--- src/rtl/dpram_arb_pkg.sv ---
// Shared FSM state type, default geometry and small helpers for the
// two-requester DPRAM port-0 arbiter.
package dpram_arb_pkg;

    localparam int DATA_WIDTH_DEF = 8;
    localparam int ADDR_WIDTH_DEF = 4;
    localparam int DEPTH_DEF      = 16;
    localparam int NUM_REQ        = 2;

    typedef enum logic [1:0] {
        IDLE  = 2'd0,
        SERVE = 2'd1,
        DONE  = 2'd2
    } arb_state_e;

    // One-hot grant to requester index; only meaningful for a non-zero grant.
    function automatic logic oh_to_idx(input logic [NUM_REQ-1:0] oh);
        return oh[1];
    endfunction

endpackage

--- src/rtl/dpram_rr_pick.sv ---
// Two-way winner select: a lone requester always wins; on contention the
// requester named by ptr wins.
module dpram_rr_pick
    import dpram_arb_pkg::*;
(
    input  logic [NUM_REQ-1:0] req,
    input  logic               ptr,
    output logic [NUM_REQ-1:0] grant
);

    always_comb begin
        grant = req;
        if (&req) begin
            grant = ptr ? 2'b10 : 2'b01;
        end
    end

endmodule

--- src/rtl/dpram_arbiter.sv ---
// Serialises two requesters onto DPRAM port 0 with an IDLE/SERVE/DONE FSM.
// Define DPRAM_ARB_FIXED_PRIO_EN to make requester 0 always win contention.
module dpram_arbiter
    import dpram_arb_pkg::*;
#(
    parameter int data_width = DATA_WIDTH_DEF,
    parameter int addr_width = ADDR_WIDTH_DEF,
    parameter int depth      = DEPTH_DEF
) (
    input  logic                      clk,
    input  logic                      rst,
    input  logic [NUM_REQ-1:0]        req,
    input  logic [NUM_REQ-1:0]        we,
    input  logic [2*addr_width-1:0]   addr,
    input  logic [2*data_width-1:0]   wdata,
    output logic [NUM_REQ-1:0]        ack,
    output logic [data_width-1:0]     rdata,
    output logic                      ram_port_en_0,
    output logic                      ram_wr_en,
    output logic [addr_width-1:0]     ram_addr_0,
    output logic [data_width-1:0]     ram_data_in,
    input  logic [data_width-1:0]     ram_data_out_0
);

    typedef struct packed {
        logic                  we;
        logic [addr_width-1:0] addr;
        logic [data_width-1:0] wdata;
    } acc_req_t;

    localparam logic [addr_width:0] DEPTH_LIM = (addr_width+1)'(depth);

    acc_req_t [NUM_REQ-1:0] lane_req;
    acc_req_t               cur_q;
    arb_state_e             state_q;
    logic [NUM_REQ-1:0]     win_q;
    logic [NUM_REQ-1:0]     grant;
    logic                   ptr;
    logic                   in_range;
    logic                   serve_live;

    for (genvar i = 0; i < NUM_REQ; i++) begin : g_lane
        assign lane_req[i].we    = we[i];
        assign lane_req[i].addr  = addr[i*addr_width +: addr_width];
        assign lane_req[i].wdata = wdata[i*data_width +: data_width];
    end

`ifdef DPRAM_ARB_FIXED_PRIO_EN
    assign ptr = 1'b0;
`else
    // ptr names the requester favoured on the next contention: the last loser.
    logic ptr_q;
    always_ff @(posedge clk) begin
        if (rst) begin
            ptr_q <= 1'b0;
        end else if (state_q == IDLE && |req) begin
            ptr_q <= ~oh_to_idx(grant);
        end
    end
    assign ptr = ptr_q;
`endif

    dpram_rr_pick u_pick (
        .req   (req),
        .ptr   (ptr),
        .grant (grant)
    );

    // rst is folded in combinationally so a reset landing in SERVE cannot write.
    assign in_range      = {1'b0, cur_q.addr} < DEPTH_LIM;
    assign serve_live    = (state_q == SERVE) && !rst;
    assign ram_port_en_0 = serve_live && in_range;
    assign ram_wr_en     = serve_live && in_range && cur_q.we;
    assign ram_addr_0    = serve_live ? cur_q.addr  : '0;
    assign ram_data_in   = serve_live ? cur_q.wdata : '0;

    always_ff @(posedge clk) begin
        if (rst) begin
            state_q <= IDLE;
            cur_q   <= '0;
            win_q   <= '0;
            ack     <= '0;
            rdata   <= '0;
        end else begin
            case (state_q)
                IDLE: begin
                    ack <= '0;
                    if (|req) begin
                        state_q <= SERVE;
                        win_q   <= grant;
                        cur_q   <= lane_req[oh_to_idx(grant)];
                    end
                end
                SERVE: begin
                    state_q <= DONE;
                    ack     <= win_q;
                    if (!cur_q.we) begin
                        rdata <= in_range ? ram_data_out_0 : '0;
                    end
                end
                DONE: begin
                    state_q <= IDLE;
                    ack     <= '0;
                end
                default: begin
                    state_q <= IDLE;
                    ack     <= '0;
                end
            endcase
        end
    end

endmodule

--- config.mk ---
export PLATFORM = sky130hd
export DESIGN_NAME = dpram_arbiter
export DESIGN_NICKNAME = d
export VERILOG_FILES = /design/src/rtl/dpram_arb_pkg.sv /design/src/rtl/dpram_rr_pick.sv /design/src/rtl/dpram_arbiter.sv
export SDC_FILE = /design/constraint.sdc
export NUM_CORES = 1
export LEC_CHECK = 0
export BUFFER_PORTS_ARGS = -buffer_cell sky130_fd_sc_hd__buf_2
export CORE_ASPECT_RATIO = 0.7
export CORE_MARGIN = 3
export CORE_UTILIZATION = 40
export DETAILED_ROUTE_END_ITERATION = 10
export PLACE_DENSITY = 0.84
export SLEW_MARGIN = 20
export SYNTH_ARGS = -nofsm -noshare
export SYNTH_HDL_FRONTEND = slang
export SYNTH_SLANG_ARGS = --single-unit
--- constraint.sdc ---
create_clock -name clk -period 1.3 [get_ports clk]
set_input_delay 0.325 -clock clk [delete_from_list [all_inputs] [get_ports clk]]
set_output_delay 0.325 -clock clk [all_outputs]
set_load 0.01 [all_outputs]
Word-level counts from Yosys, hierarchy flattened
Index checks and enable logic that the tools add are counted.

cells by class
  multiplexer cells = 8
  eq/ne operators = 2
  bitwise operators = 3
  reduce and logical (&&, ||, !) cells = 10
  $lt $le $gt $ge = 1

operators with widths
  kind                count
  $mux 13             2
  $mux 8              1
  $mux 2              3
  $reduce_and 2->1    3
  $mux 4              1
  $pmux 2 s2          1
  $reduce_or 2->1     2
  $logic_and 1x1->1   3
  $not 1->1           3
  $eq 2x1->1 const B  1
  $logic_not 2->1     1
  $lt 1x2->1 const B  1
  $ne 2x1->1 const B  1
  $logic_not 1->1     1

storage, ports and cells
  output and inout bits = 24
  input port bits = 38
  logic and storage cells = 32
  register bits = 28

Depth between registers and ports, before layout
Gate-level depths: netlist of run 1.

  depth in word-level cells = 4
  gate-level depth with buffers = 4
  depth with buffers taken out = 3

By module
Synthesis of run 1 repeated with hierarchy kept, for this count alone.

second synthesis, totals
  cells, all modules = 130
  area, all modules = 1,244.9 sq um

by module, submodules not included
  module         area an instance (sq um)  times used  cells each  sequential area each (sq um)
  dpram_arbiter  1,226.2                   1           127         560.5
  dpram_rr_pick  18.8                      1           3           0.0

Least setup slack after synthesis of run 1
OpenSTA, ideal clock, no wires.

  path kind = input-to-output
  start point = input rst
  end point = output ram_addr_0[1]
  stages on the path = 4
  arrival = 1.151 ns
  required time = 0.975 ns
  path buffers = 2
  setup slack = -0.176 ns
  cell sequence = clkbuf_1 > nor3b_2 > buf_2 > and2_1

on the way
  word-level cells in the longest chain between the ends = 3

RTL lines
  what                line                 RTL
  start: declaration  dpram_arbiter.sv:11  input logic rst,
  $logic_not 1->1     dpram_arbiter.sv:71  assign serve_live = (state_q == SERVE) && !rst;
  $logic_and 1x1->1   dpram_arbiter.sv:71
  via ram_port_en_0   dpram_arbiter.sv:18  output logic ram_port_en_0,
  $mux 4              dpram_arbiter.sv:74  assign ram_addr_0 = serve_live ? cur_q.addr : '0;
  end: declaration    dpram_arbiter.sv:20  output logic [addr_width-1:0] ram_addr_0,

The timed path passes the listed nets, and every way through them passes these cells.

Worst setup path in the final report of run 1
  start point = register state_q[0]
  end point = output ram_data_in[7]

on the way
  word-level cells in the longest chain between the ends = 3

RTL lines
  what                      line                 RTL
  start: declaration        dpram_arbiter.sv:35  arb_state_e state_q;
  start signal: assignment  dpram_arbiter.sv:79  state_q <= IDLE;
  start signal: assignment  dpram_arbiter.sv:89  state_q <= SERVE;
  start signal: assignment  dpram_arbiter.sv:95  state_q <= DONE;
  $eq 2x1->1                dpram_arbiter.sv:71
  $logic_and 1x1->1         dpram_arbiter.sv:71
  $mux 8                    dpram_arbiter.sv:75  assign ram_data_in = serve_live ? cur_q.wdata : '0;
  end: declaration          dpram_arbiter.sv:21  output logic [data_width-1:0] ram_data_in,

No other way between the ends.

==> results of run 1 <==
-- cells in the mapped netlist --
| cell type | number |
|---|---|
| buf_2 | 5 |
| or2_1 | 1 |
| a21boi_2 | 1 |
| dfxtp_1 | 28 |
| a22oi_1 | 1 |
| nor3b_2 | 2 |
| mux2i_1 | 8 |
| a31oi_1 | 13 |
| and2_1 | 15 |
| nor2_1 | 12 |
| nand2b_1 | 1 |
| nor3b_1 | 2 |
| clkbuf_1 | 6 |
| inv_1 | 1 |
| o21ai_1 | 9 |
| a221oi_1 | 1 |
| o21ai_0 | 5 |
| or3b_2 | 1 |
| nor2_2 | 1 |
| a2bb2oi_1 | 1 |
| nand3_1 | 26 |
-- worst max path at each step --
stage / end / slack (ns) / depth (start not counted)
6_report: ram_data_in[7] / -0.30 / 4
5_1_grt: ram_data_in[7] / -0.35 / 4
4_1_cts: ram_wr_en / -0.31 / 4
3_5_place_dp: ram_data_in[1] / -0.15 / 5
3_3_place_gp: ram_addr_0[0] / -0.11 / 5
2_1_floorplan: ram_addr_0[1] / -0.05 / 4
-- power breakdown --
part	switching (mW)	internal, mW
clock	0.267	0.412
sequential	0.0391	0.927
combinational	0.222	0.229
total	0.528	1.57
-- area by class of cell --
class	count	area, um2	area share [%]
Inverter	1	3.75	0.204
Tap cell	36	45.0	2.44
Multi-Input combinational cell	100	664	36.0
Sequential cell	28	563	30.5
Clock buffer	3	41.3	2.24
Timing Repair Buffer	75	495	26.9
Clock inverter	1	30.0	1.63
-- per-layer routing --
layer  global-route usage (%)  wire, um
met1                     23.0      1410
met2                     32.6      1630
met3                     5.41       345
met4                     1.88        13
met5                        0         0
-- flip-flops by register name, summed over array words and instances, names as in the netlist --
signal and flops:
cur_q 13, rdata 8, ack 2, state_q 2, win_q 2, ptr 1
-- timing repair --
action | 4_1_cts | 5_1_grt
pin swaps | 0 | 2
hold buffers | 0 | 0
gates resized for setup | 12 | 9
endpoints found under the setup margin | 30 | 27
-- critical path: stages (launching register included) --
cell and delay [ns]:
dfxtp_2 0.34, nor3b_4 0.23, buf_12 0.17, and2_1 0.13, buf_2 0.12
-- kinds of logic (layout without fill, tap and decap cells) --
kind of cell / Yosys count / in the layout / share of synthesized area, %
AOI/OAI and AO/OA: 31 / 31 / 15.4
buffers and inverters: 12 / 80 / 4.22
DFF: 28 / 28 / 46.1
muxes: 8 / 8 / 6.58
and+or+nand+nor: 61 / 61 / 27.7
==> flow_summary.ini, run 1 <==
[status]
status = finished, violations left
violations = negative setup slack

[yosys]
ys_seq_area_share_pct = 46.1
yosysWarnings = 0
yosysUniqueCellTypes = 21
synth_cells = 140
synth_area_leaders = dfxtp_1, nand3_1, and2_1, a31oi_1, mux2i_1
syn_area_um2 = 1220
avgSynthCellArea_um2 = 8.69
syn_nets = 178
ys_ff_latch = 28
synth_top_area_share_pct = 46.1
synth_top_cell_by_area = dfxtp_1

[route]
detail-route-antenna-nets = 0
first_pass_iters = 4
drc = 0
wirelength_um = 3400
routed-via-count = 1290
vias_per_cell = 5.29
first_iter_violations = 48
avgRoutedWirePerCell_um = 13.9

[clock_network]
clk_path_buf_depth = 2
clock_latency_ns = 0.27
cts_tree = done
clock-sinks = 28
root_buffer = clkbuf_8
cts_buffers = 3
post-cts-setup-buffers = 0
ctsHtreeMaxLevel = 1
cts.clk_slew.worst_paths_ns = 0.09

[global_route]
grt-ovfl-total = 0
grtUsageTotal_pct = 18.4
antenna_found_initial = 0
grt_pass1_vias = 1176
grt_max_degree = 27
grt_pass1_wl_um = 5400

[critical_path]
startpoint_type = flop
cp-startpoint = state_q[0]$_SDFFE_PP0P_
setup.worst_path.end_class = primary output
cp_data_arrival_time_ns = 1.27
timing.rr.end = rdata[5]$_SDFFE_PP0P_
crit_path_max_fanout = 16
reg2reg_depth = 5
crit_type = flop to primary output
rrSetupSlack_ns = 0.05
critPathRequiredTime_ns = 0.98
r2r-start = state_q[1]$_SDFFE_PP0P_

[pwr]
power_density_nw_per_um2 = 1140
ir_worst_vdd_uv = 735
leakagePower_nw = 0.828
power_mw = 2.10

[die]
io_pins = 62
dieHeight_um = 52.1
die_area_um2 = 3750
die_x_um = 71.9
placementRows = 16
core_area_um2 = 2840
start_util_pct = 42.8

[worst_hold_path]
whs_path_depth = 3
min_to = rdata[0]$_SDFFE_PP0P_
holdCritPathClass = input pin to flop
hold_path.startpoint = ram_data_out_0[0]

[timing]
finalSetupViolations = 14
worstMarginPinSlew_ns = 0.330
rsz0062_at_grt = true
final-hold-violation-count = 0
finalMaxSlewViolations = 0
period_minus_slack_ns = 1.60
setup_ws_ns = -0.300
finalSetupTns_ns = -3.82
skew_ns = 0.00468
slew_headroom_pct = 77.9
timing.hold.ws_ns = 0.286
finalCritPeriodShare_pct = 123
max_freq_mhz = 625

[placed_design]
io_buffer_count = 61
placed_area_um2 = 1680
hpwl_um = 2400
dp_slack_ns = -0.150
routabilityCongestion = 0.763
dpl.cell_count = 240

[finish]
finalInstanceArea_um2 = 1840
fillers = 229
area_growth_pct = 51.5
instances_no_fill = 244
fin_util_pct = 64.8
layout-drive-gt1-share_pct = 48.1
antenna_cells = 0
final_nets = 247
layout_common_cells = buf_2, nand3_1, dfxtp_1
final_common_cell = buf_2

[job]
cap_violations = 0
No activity file was read; power rests on OpenSTA's default activity.
==> run 2: changes to the inputs <==
--- a/config.mk
+++ b/config.mk
@@ -6,10 +6,11 @@
 export NUM_CORES = 1
 export LEC_CHECK = 0
+export ABC_AREA = 1
 export BUFFER_PORTS_ARGS = -buffer_cell sky130_fd_sc_hd__buf_2
 export CORE_ASPECT_RATIO = 0.7
 export CORE_MARGIN = 3
-export CORE_UTILIZATION = 40
+export CORE_UTILIZATION = 43
 export DETAILED_ROUTE_END_ITERATION = 10
-export PLACE_DENSITY = 0.84
+export PLACE_DENSITY = 0.85
 export SLEW_MARGIN = 20
 export SYNTH_ARGS = -nofsm -noshare
==> constraint.sdc (replaced) <==
create_clock -name clk -period 1.3 [get_ports clk]
set_input_delay 0.195 -clock clk [delete_from_list [all_inputs] [get_ports clk]]
set_output_delay 0.195 -clock clk [all_outputs]
set_load 0.01 [all_outputs]
==> flow_summary.ini, run 2 <==
[critical_path]
crit_path_max_fanout = 7
reg2reg_depth = 7
timing.rr.end = cur_q[2]$_SDFFE_PP0P_
cp_data_arrival_time_ns = 1.32
path_cells = nor3_4, inv_2, buf_12, nor2_4, buf_6
crit_type = flop to primary output
setup.worst_path.end_class = primary output
cp_slowest_stage_delay_ns = 0.37
endpoint = ram_data_in[0]
slowest_stage = dfxtp_4
rrSetupSlack_ns = 0.06
critical_path_buf_inv_count = 3
cp_top_family = buffers and inverters
startpoint_type = flop
cp-startpoint = state_q[1]$_SDFFE_PP0P_
r2r-start = state_q[1]$_SDFFE_PP0P_
critPathRequiredTime_ns = 1.11
cp.depth = 5

[yosys]
yosysUniqueCellTypes = 23
avgSynthCellArea_um2 = 7.75
async_flop_share_pct = 0
ys_seq_area_share_pct = 37.7
synth_common_cells = inv_1, dfxtp_1, nand2_1, nand3_1, nand4_1
synth_top_flop_cell = dfxtp_1
syn_nets = 230
synth_cells = 192
syn_area_um2 = 1490
ys_ff_latch = 28
synth_area_leaders = dfxtp_1, inv_1, nor2_4, nand2_1, nand3_1
yosysWarnings = 0
synth_top_area_share_pct = 37.7
synth_top_cell_by_area = dfxtp_1
synth-edff-count = 0
synth_most_common_cell = inv_1

[route]
first_iter_violations = 83
first_pass_iters = 4
detail-route-antenna-nets = 0
routed-via-count = 1486
avgRoutedWirePerCell_um = 12.2
drc = 0
wirelength_um = 3780
vias_per_cell = 4.79

[clock_network]
cts_buffers = 3
ctsHtreeMaxLevel = 1
root_buffer = clkbuf_8
clk_path_buf_depth = 2
clock_latency_ns = 0.27
clock-sinks = 28
cts.clk_slew.worst_paths_ns = 0.09
cts_tree = done
cts_hold_buf = 0

[placed_design]
hpwl_um = 2540
dp_slack_ns = 0.0269
dpl.cell_count = 298
placed_area_um2 = 1850
routabilityCongestion = 0.781
io_buffer_count = 61

[job]
cap_violations = 0

[timing]
setup_ws_ns = -0.217
timing.hold.ws_ns = 0.152
period_minus_slack_ns = 1.52
rsz0062_at_grt = true
skew_ns = 0.00206
final-hold-violation-count = 0
max_freq_mhz = 659
slew_headroom_pct = 74.2
finalMaxSlewViolations = 0
finalCritPeriodShare_pct = 117
worstMarginPinSlew_ns = 0.387
finalSetupTns_ns = -2.49
finalSetupViolations = 13

[die]
die_x_um = 76.3
core_area_um2 = 3230
io_pins = 62
placementRows = 17
die_area_um2 = 4210
start_util_pct = 46.0
dieHeight_um = 55.2

[finish]
area_growth_pct = 40.9
final_common_cell = buf_2
reg.largest.list = cur_q (13), rdata (8)
final_nets = 303
largest_reg_flops = 13
layout-drive-gt1-share_pct = 44.1
regMostFlops = cur_q
layout_common_cells = buf_2, inv_1, nand2_1, dfxtp_1, nand3_1
antenna_cells = 0
instances_no_fill = 310
fin_util_pct = 64.8
finalInstanceArea_um2 = 2100

[pwr]
leakagePower_nw = 1.03
power_density_nw_per_um2 = 981
power_mw = 2.06
ir_worst_vdd_uv = 750

[global_route]
grt_pass1_vias = 1435
antenna_found_initial = 0
grt-ovfl-total = 0
grt_max_degree = 17
grtUsageTotal_pct = 18.1
grt_pass1_wl_um = 6350

[status]
violations = negative setup slack
status = finished, violations left

[worst_hold_path]
holdCritPathClass = input pin to flop
[run 2: cell count changes after synthesis, sizes merged, moves of 8 or more]
cell   before  now
and2       15    0
a31oi      13    0
mux2i       8    0
nand4       0   13
inv         1   41
a21oi       0   11
nand2       0   29
[run 2: what timing repair did]
item                                    CTS  global route
setup buffers                             3             4
gates resized for setup                  16             8
pin swaps                                 3             6
endpoints found under the setup margin   14            17
cloned                                    1             2
[run 2: worst min path at each step]
stage | startpoint | end | slack, ns | cells past startpoint
final | rst | state_q[1]$_SDFFE_PP0P_ | 0.15 | 2
after CTS | rst | state_q[1]$_SDFFE_PP0P_ | 0.14 | 2
after global routing | rst | state_q[1]$_SDFFE_PP0P_ | 0.15 | 2
after global placement | win_q[1]$_SDFFE_PP0P_ | ack[1]$_SDFF_PP0_ | 0.42 | 2
after floorplan | rst | state_q[0]$_SDFFE_PP0P_ | 0.27 | 1
after detailed placement | win_q[1]$_SDFFE_PP0P_ | ack[1]$_SDFF_PP0_ | 0.42 | 2
[run 2: layer usage]
layer	part of all wire, %	vias to the layer above	global-route usage (%)
li1	-	750	-
met1	46	664	24.7
met2	45	67	28.9
met3	8.1	5	4.40
met4	0.87	0	4.13
met5	0	-	0
[run 2: area by class of cell]
cell class              count  area [um2]
fillers                   267        1140
multi-input cells         113         713
flip-flops and latches     28         566
repair buffers             78         563
inverters                  41         154
well taps                  47        58.8
clock buffers               3        41.3
[run 2: kinds of logic (layout without fill, tap and decap cells)]
| logic type | after synthesis | count (layout) | share of synthesized area (%) |
|---|---|---|---|
| AO/OA/AOI/OAI | 22 | 23 | 8.16 |
| buffers and inverters | 52 | 122 | 16.4 |
| AND/OR/NAND/NOR | 90 | 90 | 37.8 |
| flip-flops | 28 | 28 | 37.7 |
[run 2: power by group]
group	leakage, nW	total [mW]	switching, mW	internal [mW]
registers	0.232	0.977	0.0383	0.939
logic	0.773	0.613	0.347	0.266
clock network	0.0216	0.465	0.257	0.208
total	1.03	2.06	0.642	1.41
==> run 3: changes to the inputs <==
BUFFER_PORTS_ARGS = not set   (was -buffer_cell sky130_fd_sc_hd__buf_2)
CORE_UTILIZATION = 55   (was 43)
DONT_BUFFER_PORTS = 1   (was not set)
PLACE_DENSITY = 0.82   (was 0.85)
SYNTH_HIERARCHICAL = 1   (was not set)
==> flow_summary.ini, run 3 <==
[clock_network]
clock-sinks = 28
ctsHtreeMaxLevel = 1
clock_latency_ns = 0.33
cts.clk_slew.worst_paths_ns = 0.14
cts_buffers = 3
cts_tree = done
root_buffer = clkbuf_4
clk_path_buf_depth = 2

[finish]
final_common_cell = nand2_1
layout-drive-gt1-share_pct = 12.6
largest_reg_flops = 13
area_growth_pct = 21.0
final_nets = 278
layout_common_cells = nand2_1, nor2_1, inv_1
antenna_cells = 0
instances_no_fill = 271
reg.largest.list = cur_q (13), rdata (8)
regMostFlops = cur_q

[pwr]
power_mw = 1.83
seqPwrFrac_pct = 54.3
ir_worst_vdd_uv = 570
p_comb_share_pct = 23.0
power_switching_share_pct = 30.7
clkPwrFrac_pct = 22.7
power_density_nw_per_um2 = 1120
leakagePower_nw = 0.825
intPower_mw = 1.27
netSwitchingPower_mw = 0.562

[yosys]
synth_most_common_cell = nand2_1
synth_cells = 225
ys_seq_area_share_pct = 41.3
synth_top_cell_by_area = dfxtp_1
synth_top_flop_cell = dfxtp_1
syn_nets = 263
ys_ff_latch = 28
synth_area_leaders = dfxtp_1, nand2_1, nor2_1, inv_1, o21ai_0
synth_top_area_share_pct = 41.3
yosysWarnings = 6
yosysUniqueCellTypes = 13
synth_common_cells = nand2_1, nor2_1, inv_1, dfxtp_1, o21ai_0
avgSynthCellArea_um2 = 6.04
syn_area_um2 = 1360
async_flop_share_pct = 0
synth-edff-count = 0

[route]
avgRoutedWirePerCell_um = 11.1
wirelength_um = 3010
routed-via-count = 1262
drc = 0
first_pass_iters = 4
detail-route-antenna-nets = 0
first_iter_violations = 53
vias_per_cell = 4.66

[status]
status = finished, violations left
violations = negative setup slack

[global_route]
antenna_found_initial = 0
grt_pass1_wl_um = 4560
grt_pass1_vias = 1033
grt-ovfl-total = 0
grtUsageTotal_pct = 19.5
grt_max_degree = 23

[timing]
final-hold-violation-count = 0
rsz0062_at_grt = true
finalSetupTns_ns = -0.189
finalCritPeriodShare_pct = 102
period_minus_slack_ns = 1.33
setup_ws_ns = -0.0275
finalSetupViolations = 9
finalMaxSlewViolations = 0
slew_headroom_pct = 82.0
max_freq_mhz = 753
skew_ns = 0.00598
worstMarginPinSlew_ns = 0.270

[placed_design]
hpwl_um = 1910
routabilityCongestion = 0.751
dpl.cell_count = 254
io_buffer_count = 0

[critical_path]
cp_data_arrival_time_ns = 1.13
cp-startpoint = state_q[1]$_SDFFE_PP0P_
r2r-start = state_q[1]$_SDFFE_PP0P_
setup.worst_path.end_class = primary output
crit_type = flop to primary output
startpoint_type = flop
crit_path_max_fanout = 5
critPathRequiredTime_ns = 1.11

[worst_hold_path]
hold_path.startpoint = req[1]
holdCritPathClass = input pin to flop

[die]
die_x_um = 65.4
dieHeight_um = 47.6
core_area_um2 = 2240
start_util_pct = 60.6
placementRows = 14
io_pins = 62
die_area_um2 = 3110

[job]
cap_violations = 0
run 3: final cells by class:
type	instances	area [um2]
multi-input combinational	146	681
fill	199	598
sequential	28	566
inverter	43	164
timing repair buffer	18	158
tap	32	40.0
clock buffer	4	36.3
run 3: timing repair:
action	4_1_cts	5_1_grt
cloned	2	0
pin swaps	0	1
hold buffers	7	2
resized for setup	22	4
setup endpoints to repair	14	19
endpoints found under the hold margin	10	4
buffers inserted	2	0
run 3: worst paths after layout:
kind                            depth (start not counted)  slack (ns)                     to
worst max-delay path                                    3       -0.03         ram_data_in[2]
worst min-delay path                                    3        0.09  win_q[0]$_SDFFE_PP0P_
worst max register to register                          6        0.10  cur_q[5]$_SDFFE_PP0P_
worst min register to register                          2        0.44      ack[0]$_SDFF_PP0_
run 3: metal layers:
layer / track usage [%] / share of wire (%) / vias up
met3: 6.34 / 5.9 / 2
met5: 0 / 0 / -
met2: 35.2 / 48 / 46
met1: 23.3 / 46 / 534
li1: - / - / 680
met4: 4.96 / 0.70 / 0
run 3: metrics by stage:
stage / hold WS (ns) / utilization, % / instance area, um2 / setup WS [ns]
CTS: -0.102 / 71.7 / 1610 / -0.0321
floorplan: 0.264 / - / 1360 / 0.215
global placement: 0.267 / 62.0 / 1390 / 0.106
global route: 0.0607 / 73.3 / 1640 / -0.0975
finish: 0.0858 / 73.3 / 1640 / -0.0275
detailed placement: 0.270 / 62.0 / 1390 / 0.0744
run 3: cell families (layout without fill, tap and decap cells):
logic type,count (synthesis),after routing,share of synthesized area (%)
AOI/OAI and AO/OA,17,17,6.26
buffers and inverters,53,65,16.4
DFF,28,28,41.3
and+or+nand+nor,127,129,36.1
run 3: worst max-delay path, cell delays in order (launching register included):
cell and delay [ns]:
dfxtp_2 0.36, inv_4 0.10, nand3_4 0.12, nor2_1 0.23
run 3: power by group through the flow:
stage / logic (mW) / registers [mW] / clock network (mW)
after floorplan: 0.298 / 1.00 / 0
after global placement: 0.340 / 1.01 / 0
after detailed placement: 0.347 / 1.01 / 0
after CTS: 0.406 / 0.996 / 0.426
after global routing: 0.482 / 1.01 / 0.468
final: 0.421 / 0.996 / 0.416
